[src/rtl/load_store_unit_if.sv]
// Data-bus bundle between the load/store unit (master) and the memory side (slave).
interface load_store_unit_if;
    logic        bus_req;
    logic        bus_we;
    logic [31:0] bus_addr;
    logic [3:0]  bus_wstrb;
    logic [31:0] bus_wdata;
    logic [31:0] bus_rdata;
    logic        bus_ack;

    modport master (
        output bus_req, bus_we, bus_addr, bus_wstrb, bus_wdata,
        input  bus_rdata, bus_ack
    );

    modport slave (
        input  bus_req, bus_we, bus_addr, bus_wstrb, bus_wdata,
        output bus_rdata, bus_ack
    );
endinterface

[src/rtl/load_store_unit.sv]
// Load/store unit: turns a pipeline memory request into one word-aligned bus access
// with byte strobes, stalls until ack, and returns extended load data.
//
// state | meaning
// IDLE  | waiting for a request; launches legal aligned accesses, flags others
// BUSY  | bus_req held with stable address/data until bus_ack
// DONE  | result valid, stall released; requests ignored for this cycle
module load_store_unit (
    input  logic                      clk,
    input  logic                      rst,
    input  logic                      mem_re,
    input  logic                      mem_we,
    input  logic [2:0]                funct3,
    input  logic [31:0]               addr,
    input  logic [31:0]               store_data,
    output logic [31:0]               mem_data_out,
    output logic                      stall,
    output logic                      access_err,
    load_store_unit_if.master         bus
);

    typedef enum logic [1:0] {IDLE, BUSY, DONE} state_t;

    state_t      state, state_next;
    logic        aligned, load_ok, store_ok, start, req_any;
    logic [3:0]  wstrb_n;
    logic [31:0] wdata_n;
    logic [2:0]  funct3_q;
    logic [1:0]  offset_q;
    logic [31:0] lane;
    logic [31:0] load_ext;

    always_comb begin
        aligned = 1'b0;
        case (funct3)
            3'b000, 3'b100: aligned = 1'b1;
            3'b001, 3'b101: aligned = ~addr[0];
            3'b010:         aligned = (addr[1:0] == 2'b00);
            default:        aligned = 1'b0;
        endcase
        load_ok  = (funct3 == 3'b000) || (funct3 == 3'b001) || (funct3 == 3'b010) ||
                   (funct3 == 3'b100) || (funct3 == 3'b101);
        store_ok = (funct3 == 3'b000) || (funct3 == 3'b001) || (funct3 == 3'b010);
        req_any  = mem_re | mem_we;
        start    = (state == IDLE) && (mem_re ^ mem_we) && aligned &&
                   (mem_re ? load_ok : store_ok);
    end

    // Store lane steering: replicate the narrow datum so any strobed lane carries it.
    always_comb begin
        wstrb_n = 4'b1111;
        wdata_n = store_data;
        case (funct3[1:0])
            2'b00: begin
                wstrb_n = 4'b0001 << addr[1:0];
                wdata_n = {4{store_data[7:0]}};
            end
            2'b01: begin
                wstrb_n = 4'b0011 << addr[1:0];
                wdata_n = {2{store_data[15:0]}};
            end
            default: begin
                wstrb_n = 4'b1111;
                wdata_n = store_data;
            end
        endcase
    end

    always_comb begin
        lane     = bus.bus_rdata >> {offset_q, 3'b000};
        load_ext = lane;
        case (funct3_q)
            3'b000:  load_ext = {{24{lane[7]}}, lane[7:0]};
            3'b001:  load_ext = {{16{lane[15]}}, lane[15:0]};
            3'b100:  load_ext = {24'h0, lane[7:0]};
            3'b101:  load_ext = {16'h0, lane[15:0]};
            default: load_ext = lane;
        endcase
    end

    always_comb begin
        state_next = state;
        case (state)
            IDLE:    if (start) state_next = BUSY;
            BUSY:    if (bus.bus_ack) state_next = DONE;
            DONE:    state_next = IDLE;
            default: state_next = IDLE;
        endcase
    end

    // Gated by rst so stall drops the instant reset is applied.
    assign stall = ~rst && (((state == IDLE) && start) || (state == BUSY));

    always_ff @(posedge clk or posedge rst) begin
        if (rst) begin
            state <= IDLE;
        end else begin
            state <= state_next;
        end
    end

    always_ff @(posedge clk or posedge rst) begin
        if (rst) begin
            bus.bus_req   <= 1'b0;
            bus.bus_we    <= 1'b0;
            bus.bus_addr  <= 32'h0;
            bus.bus_wstrb <= 4'h0;
            bus.bus_wdata <= 32'h0;
            mem_data_out  <= 32'h0;
            access_err    <= 1'b0;
            funct3_q      <= 3'b000;
            offset_q      <= 2'b00;
        end else begin
            access_err <= (state == IDLE) && req_any && !start;
            if (start) begin
                bus.bus_req   <= 1'b1;
                bus.bus_we    <= mem_we;
                bus.bus_addr  <= {addr[31:2], 2'b00};
                bus.bus_wstrb <= mem_we ? wstrb_n : 4'b0000;
                bus.bus_wdata <= wdata_n;
                funct3_q      <= funct3;
                offset_q      <= addr[1:0];
            end else if ((state == BUSY) && bus.bus_ack) begin
                bus.bus_req <= 1'b0;
                if (!bus.bus_we) begin
                    mem_data_out <= load_ext;
                end
            end
        end
    end

endmodule

[src/flat_wrapper.sv]
// flat-port wrapper written by rule: the top's interface ports become plain ports
module load_store_unit_flat 
  (clk, rst, mem_re, mem_we, funct3, addr, store_data, mem_data_out, stall, access_err, bus_bus_req, bus_bus_we, bus_bus_addr, bus_bus_wstrb, bus_bus_wdata, bus_bus_rdata, bus_bus_ack);
  load_store_unit_if bus_i ();
  input  logic clk;
  input  logic rst;
  input  logic mem_re;
  input  logic mem_we;
  input  logic [2:0] funct3;
  input  logic [31:0] addr;
  input  logic [31:0] store_data;
  output logic [31:0] mem_data_out;
  output logic stall;
  output logic access_err;
  output wire logic [$bits(bus_i.bus_req)-1:0] bus_bus_req;
  output wire logic [$bits(bus_i.bus_we)-1:0] bus_bus_we;
  output wire logic [$bits(bus_i.bus_addr)-1:0] bus_bus_addr;
  output wire logic [$bits(bus_i.bus_wstrb)-1:0] bus_bus_wstrb;
  output wire logic [$bits(bus_i.bus_wdata)-1:0] bus_bus_wdata;
  input wire logic [$bits(bus_i.bus_rdata)-1:0] bus_bus_rdata;
  input wire logic [$bits(bus_i.bus_ack)-1:0] bus_bus_ack;
  assign bus_bus_req = bus_i.bus_req;
  assign bus_bus_we = bus_i.bus_we;
  assign bus_bus_addr = bus_i.bus_addr;
  assign bus_bus_wstrb = bus_i.bus_wstrb;
  assign bus_bus_wdata = bus_i.bus_wdata;
  assign bus_i.bus_rdata = bus_bus_rdata;
  assign bus_i.bus_ack = bus_bus_ack;
  load_store_unit u_core (.clk(clk), .rst(rst), .mem_re(mem_re), .mem_we(mem_we), .funct3(funct3), .addr(addr), .store_data(store_data), .mem_data_out(mem_data_out), .stall(stall), .access_err(access_err), .bus(bus_i));
endmodule
[config.mk]
export PLATFORM = sky130hd
export DESIGN_NAME = load_store_unit_flat
export DESIGN_NICKNAME = d
export VERILOG_FILES = /design/src/rtl/load_store_unit_if.sv /design/src/rtl/load_store_unit.sv /design/src/flat_wrapper.sv
export SDC_FILE = /design/constraint.sdc
export NUM_CORES = 1
export LEC_CHECK = 0
export ABC_AREA = 1
export CORE_ASPECT_RATIO = 1.5
export CORE_MARGIN = 8
export CORE_UTILIZATION = 44
export DETAILED_ROUTE_END_ITERATION = 12
export GPL_TIMING_DRIVEN = 0
export PLACE_DENSITY = 0.8
export SLEW_MARGIN = 40
export SYNTH_ARGS = -nofsm -noshare
export SYNTH_HDL_FRONTEND = slang
export SYNTH_SLANG_ARGS = --single-unit
[constraint.sdc]
create_clock -name clk -period 4.4 [get_ports clk]
set_clock_uncertainty 0.2 [all_clocks]
set_input_delay 0.88 -clock clk [delete_from_list [all_inputs] [get_ports clk]]
set_output_delay 0.88 -clock clk [all_outputs]
set_load 0.005 [all_outputs]
* Word-level counts from Yosys, hierarchy flattened *
Index checks and enable logic that the tools add are counted.

operators by class
  bitwise logic cells = 6
  shift operators = 3
  multipliers = 0
  div/mod/pow operators = 0
  $lt $le $gt $ge = 0
  equality and inequality tests = 11
  add/sub/neg operators = 0
  reduce and logical (&&, ||, !) cells = 24
  multiplexer cells = 11

operators by type and width
  cell                   number
  $pmux W32 S4           1
  $pmux W32 S2           1
  $shr A32 B5 Y32        1
  $eq A3 B3 Y1 const B   4
  $logic_and A1 B1 Y1    8
  $pmux W4 S2            1
  $eq A3 B1 Y1 const B   2
  $logic_not A2 Y1       3
  $logic_not A3 Y1       2
  $logic_or A1 B1 Y1     5
  $eq A2 B1 Y1 const B   2
  $mux W2                2
  $mux W4                1
  $not A1 Y1             4
  $pmux W2 S2            1
  $reduce_or A2 Y1       2
  $shl A1 B2 Y4 const A  1
  $shl A2 B2 Y4 const A  1
  $eq A3 B2 Y1 const B   1
  $mux W1                3
  $pmux W1 S3            1
  $reduce_and A3 Y1      1
  $ne A2 B1 Y1 const B   1
  $ne A2 B2 Y1 const B   1
  5 further kinds        5

storage, ports and cells
  RAM bits = 0
  bits in latches = 0
  flip-flop bits (word level) = 108
  memories = 0
  bits in read-only memories = 0
  input port bits = 104
  logic and storage cells = 65

* Depth between registers and ports, before layout *
  word-level depth = 10
  mapped depth = 10
  gate-level depth less buffers = 8

* Worst setup path before layout *
Ideal clock, no wire load.

  path type = in2out
  start = input port mem_we
  end = output port stall
  stages on the path = 8
  slack = 1.427 ns
  data arrival time = 1.893 ns
  path through = inv_1 ha_1 nand2_1 nor2_2 nand2_4 buf_6 buf_6 a21oi_2

on the way
  word-level cells in the longest chain between the ends = 7

ends and longest elaborated chain
  element                            line                   RTL
  start: declaration                 flat_wrapper.sv:8      input logic mem_we;
  $xor A1 B1 Y1                      load_store_unit.sv:45  start = (state == IDLE) && (mem_re ^ mem_we) && aligned &&
  $logic_and A1 B1 Y1 (3 in series)  load_store_unit.sv:45
  $logic_and A1 B1 Y1                load_store_unit.sv:92  assign stall = ~rst && (((state == IDLE) && start) || (state == BUSY));
  $logic_or A1 B1 Y1                 load_store_unit.sv:92
  $logic_and A1 B1 Y1                load_store_unit.sv:92
  end: declaration                   flat_wrapper.sv:13     output logic stall;

No other way between the ends.

* Final worst setup path *
Same ends and word-level chain as after synthesis.

==> impl_metrics.json <==
{
  "synth-seq-cells": 108,
  "synth_top_area_cell": "dfrtp_1",
  "wl_per_cell_um": 15.6,
  "grt_pass1_vias": 5422,
  "arrival_ns": 2.97,
  "hp-start": "u_core.mem_data_out[2]$_DFFE_PP0P_",
  "rsz0062_at_grt": "false",
  "max_freq_mhz": 247,
  "ctsHoldBuffers": 0,
  "maxSlewHeadroom_pct": 62.2,
  "powerDensity_mw_per_mm2": 537,
  "cp_max_fo": 10,
  "wl_mm": 16.9,
  "timing.hold.ws_ns": 0.279,
  "grt_max_degree": 72,
  "cts_root_buf": "clkbuf_16",
  "synth-seq-area-share_pct": 50.2,
  "grt_util_all_layers_pct": 21.1,
  "status": "complete, no violations",
  "crit_path_start": "mem_we",
  "die_h_um": 151,
  "worst_slew_pin_slew_ns": 0.565,
  "drtAntennaViolNets": 0,
  "synth_area_leaders": "dfrtp_1, nand2_1, o21ai_0, inv_1, nand3_1",
  "yosys.cell_types.count": 26,
  "viasPerCell": 4.86,
  "cts_setup_buffers": 0,
  "r2r-start": "u_core.offset_q[0]$_DFFE_PP0P_",
  "hold_viol": 0,
  "drtPass1Iterations": 6,
  "globalplace.congestion": 0.964,
  "syn_area_mm2": 0.00538,
  "start_util_pct": 45.0,
  "pre_cts_ws_ns": 0.335,
  "syn_area_per_cell_um2": 7.54,
  "rows": 49,
  "dp.cells": 1073,
  "die_w_um": 106,
  "tns_ns": 0,
  "path_delay_family": "buffers and inverters",
  "cp-end-kind": "primary output",
  "grt_overflow": 0,
  "max-clock-path-buffers": 2,
  "yosys_warnings": 0,
  "syn_inst": 714,
  "grt_antenna_before_repair": 0,
  "maxCapViolCount": 0,
  "setup_viol": 0,
  "numCtsBuffers": 9,
  "insertion_delay_ns": 0.34,
  "leakagePower_nw": 4.00,
  "cp_slowest_stage_delay_ns": 0.51,
  "peakVddDrop_uv": 282,
  "slew_viol_final": 0,
  "fin_nets": 1036,
  "final_util_pct": 66.5,
  "core_mm2": 0.0120,
  "cts_tree": "built",
  "period_minus_slack_ns": 4.05,
  "setup_slack_ns": 0.351,
  "crit_slowest_cell": "clkdlybuf4s50_1",
  "required_ns": 3.32,
  "antenna_cells": 0,
  "cp_cell_sequence": "clkdlybuf4s50_1 -> inv_1 -> ha_1 -> nand2_1 -> nor2_2 -> nand2_4 -> buf_6 -> buf_6 -> a21oi_2 -> clkdlybuf4s50_1",
  "dp_hpwl_mm": 13.4,
  "cts_resized": 0,
  "post-route-period-util_pct": 92.0,
  "instances_no_fill": 1088,
  "cts_sinks": 108,
  "crit_path_start_kind": "input pin",
  "htreeDepth": 3,
  "path_class": "input pin to primary output",
  "clkTransAtPathRegs_ns": 0.07,
  "vias": 5283,
  "io_pins": 208,
  "grt_pass1_wl_mm": 26.7,
  "layout-drive-gt1-share_pct": 8.98,
  "drt_iter0_markers": 193,
  "synth_top_area_share_pct": 50.2,
  "post-route-drc-count": 0,
  "n_fill_cell": 1067,
  "worst-path-buf-inv": 5,
  "port_buffers": 204,
  "dieArea_mm2": 0.0161,
  "hold_class": "register to register",
  "area_growth_pct": 47.7
}
-- power breakdown --
group	switching, mW	leakage, nW	internal, mW
clock	0.369	0.139	0.444
combinational	0.831	2.52	1.05
sequential	0.210	1.34	1.37
-- worst paths after layout --
kind	end	slack (ns)	cells after the start
min in group asynchronous	u_core.bus.bus_addr[4]$_DFFE_PP0P_	0.75	2
hold / removal	u_core.mem_data_out[2]$_DFFE_PP0P_	0.28	2
hold reg to reg	u_core.mem_data_out[2]$_DFFE_PP0P_	0.28	2
max in group asynchronous	u_core.mem_data_out[13]$_DFFE_PP0P_	2.62	3
setup reg to reg	u_core.mem_data_out[13]$_DFFE_PP0P_	2.65	8
setup / recovery	stall	0.35	10
-- final cells by class --
type                    instances  area (um^2)  share of cell area [%]
flip-flops and latches        108         2700                    34.0
clock inverters                 6         71.3                   0.897
clock buffers                   9          225                    2.83
plain buffers                  40          289                    3.63
well taps                     153          191                    2.41
repair buffers                205         2070                    26.0
multi-input cells             508         2170                    27.3
inverters                      59          231                    2.91
-- worst register-to-register path, stage by stage, from the launching register on --
cell and delay (ns):
dfrtp_1 0.39, inv_2 0.10, buf_6 0.14, buf_2 0.21, o21ai_0 0.13, o21ai_0 0.29
nand2_1 0.09, nand2_1 0.07, nand2_1 0.04
-- per-stage QoR --
step                      total power, mW  cell area, um^2
final                                4.27             7950
after global routing                 4.57             7950
after floorplan                      2.39             5390
after global placement               3.46             7620
after CTS                            4.33             7950
after detailed placement             3.50             7660
-- registers in the layout (all words and copies together) (netlist names) --
| signal | flops |
|---|---|
| u_core.bus.bus_wstrb | 4 |
| u_core.funct3_q | 3 |
| u_core.bus.bus_wdata | 32 |
| u_core.mem_data_out | 32 |
| u_core.access_err | 1 |
| u_core.bus.bus_we | 1 |
| u_core.bus.bus_addr | 30 |
| u_core.bus.bus_req | 1 |
| u_core.offset_q | 2 |
| u_core.state | 2 |
-- per-layer routing --
| layer | GRT usage [%] | vias to the layer above | share of wire, % |
|---|---|---|---|
| met5 | 0 | - | 0 |
| met4 | 10.7 | 0 | 3.6 |
| met3 | 6.48 | 37 | 8.0 |
| met2 | 38.0 | 198 | 52 |
| met1 | 21.5 | 2413 | 36 |
| li1 | - | 2635 | - |
-- cells in the final DEF (no fill, tap or decap) --
cell type	n
nor2_2	4
inv_8	1
nand3_2	2
nor2_1	44
a21oi_1	32
buf_1	1
inv_4	1
nand3_1	34
bufinv_16	1
clkbuf_1	6
clkinv_4	1
inv_2	3
nand2_4	1
buf_6	12
clkbuf_16	9
nor3_1	1
nand2_1	308
a21oi_2	1
nand2_2	2
o21ai_0	46
o21ai_2	3
buf_2	12
o21ai_1	10
buf_16	1
buf_4	9
nor2_4	1
conb_1	2
clkdlybuf4s50_1	204
inv_1	54
dfrtp_1	108
inv_6	2
or2_2	16
ha_1	1
clkinvlp_4	2
-- cell usage after synthesis --
library cell and n:
nand2_1 308, nor2_4 1, nand3_2 2, ha_1 1, buf_4 9, inv_2 3
nand2_2 2, inv_4 1, o21ai_0 46, nand2_4 1, buf_1 1, clkbuf_1 6
nor2_1 44, o21ai_2 3, or2_2 16, conb_1 1, buf_2 12, a21oi_2 1
nand3_1 34, nor2_2 4, a21oi_1 32, o21ai_1 10, nor3_1 1, dfrtp_1 108
buf_6 12, inv_1 55
-- kinds of logic after synthesis --
kind of cell,share of synthesized area [%]
other cells,0.0697
fa+ha+maj,0.232
simple gates,31.1
buf+inv,9.53
flops,50.2
compound gates,8.83
Note: power is estimated with default switching activity, not from simulation.
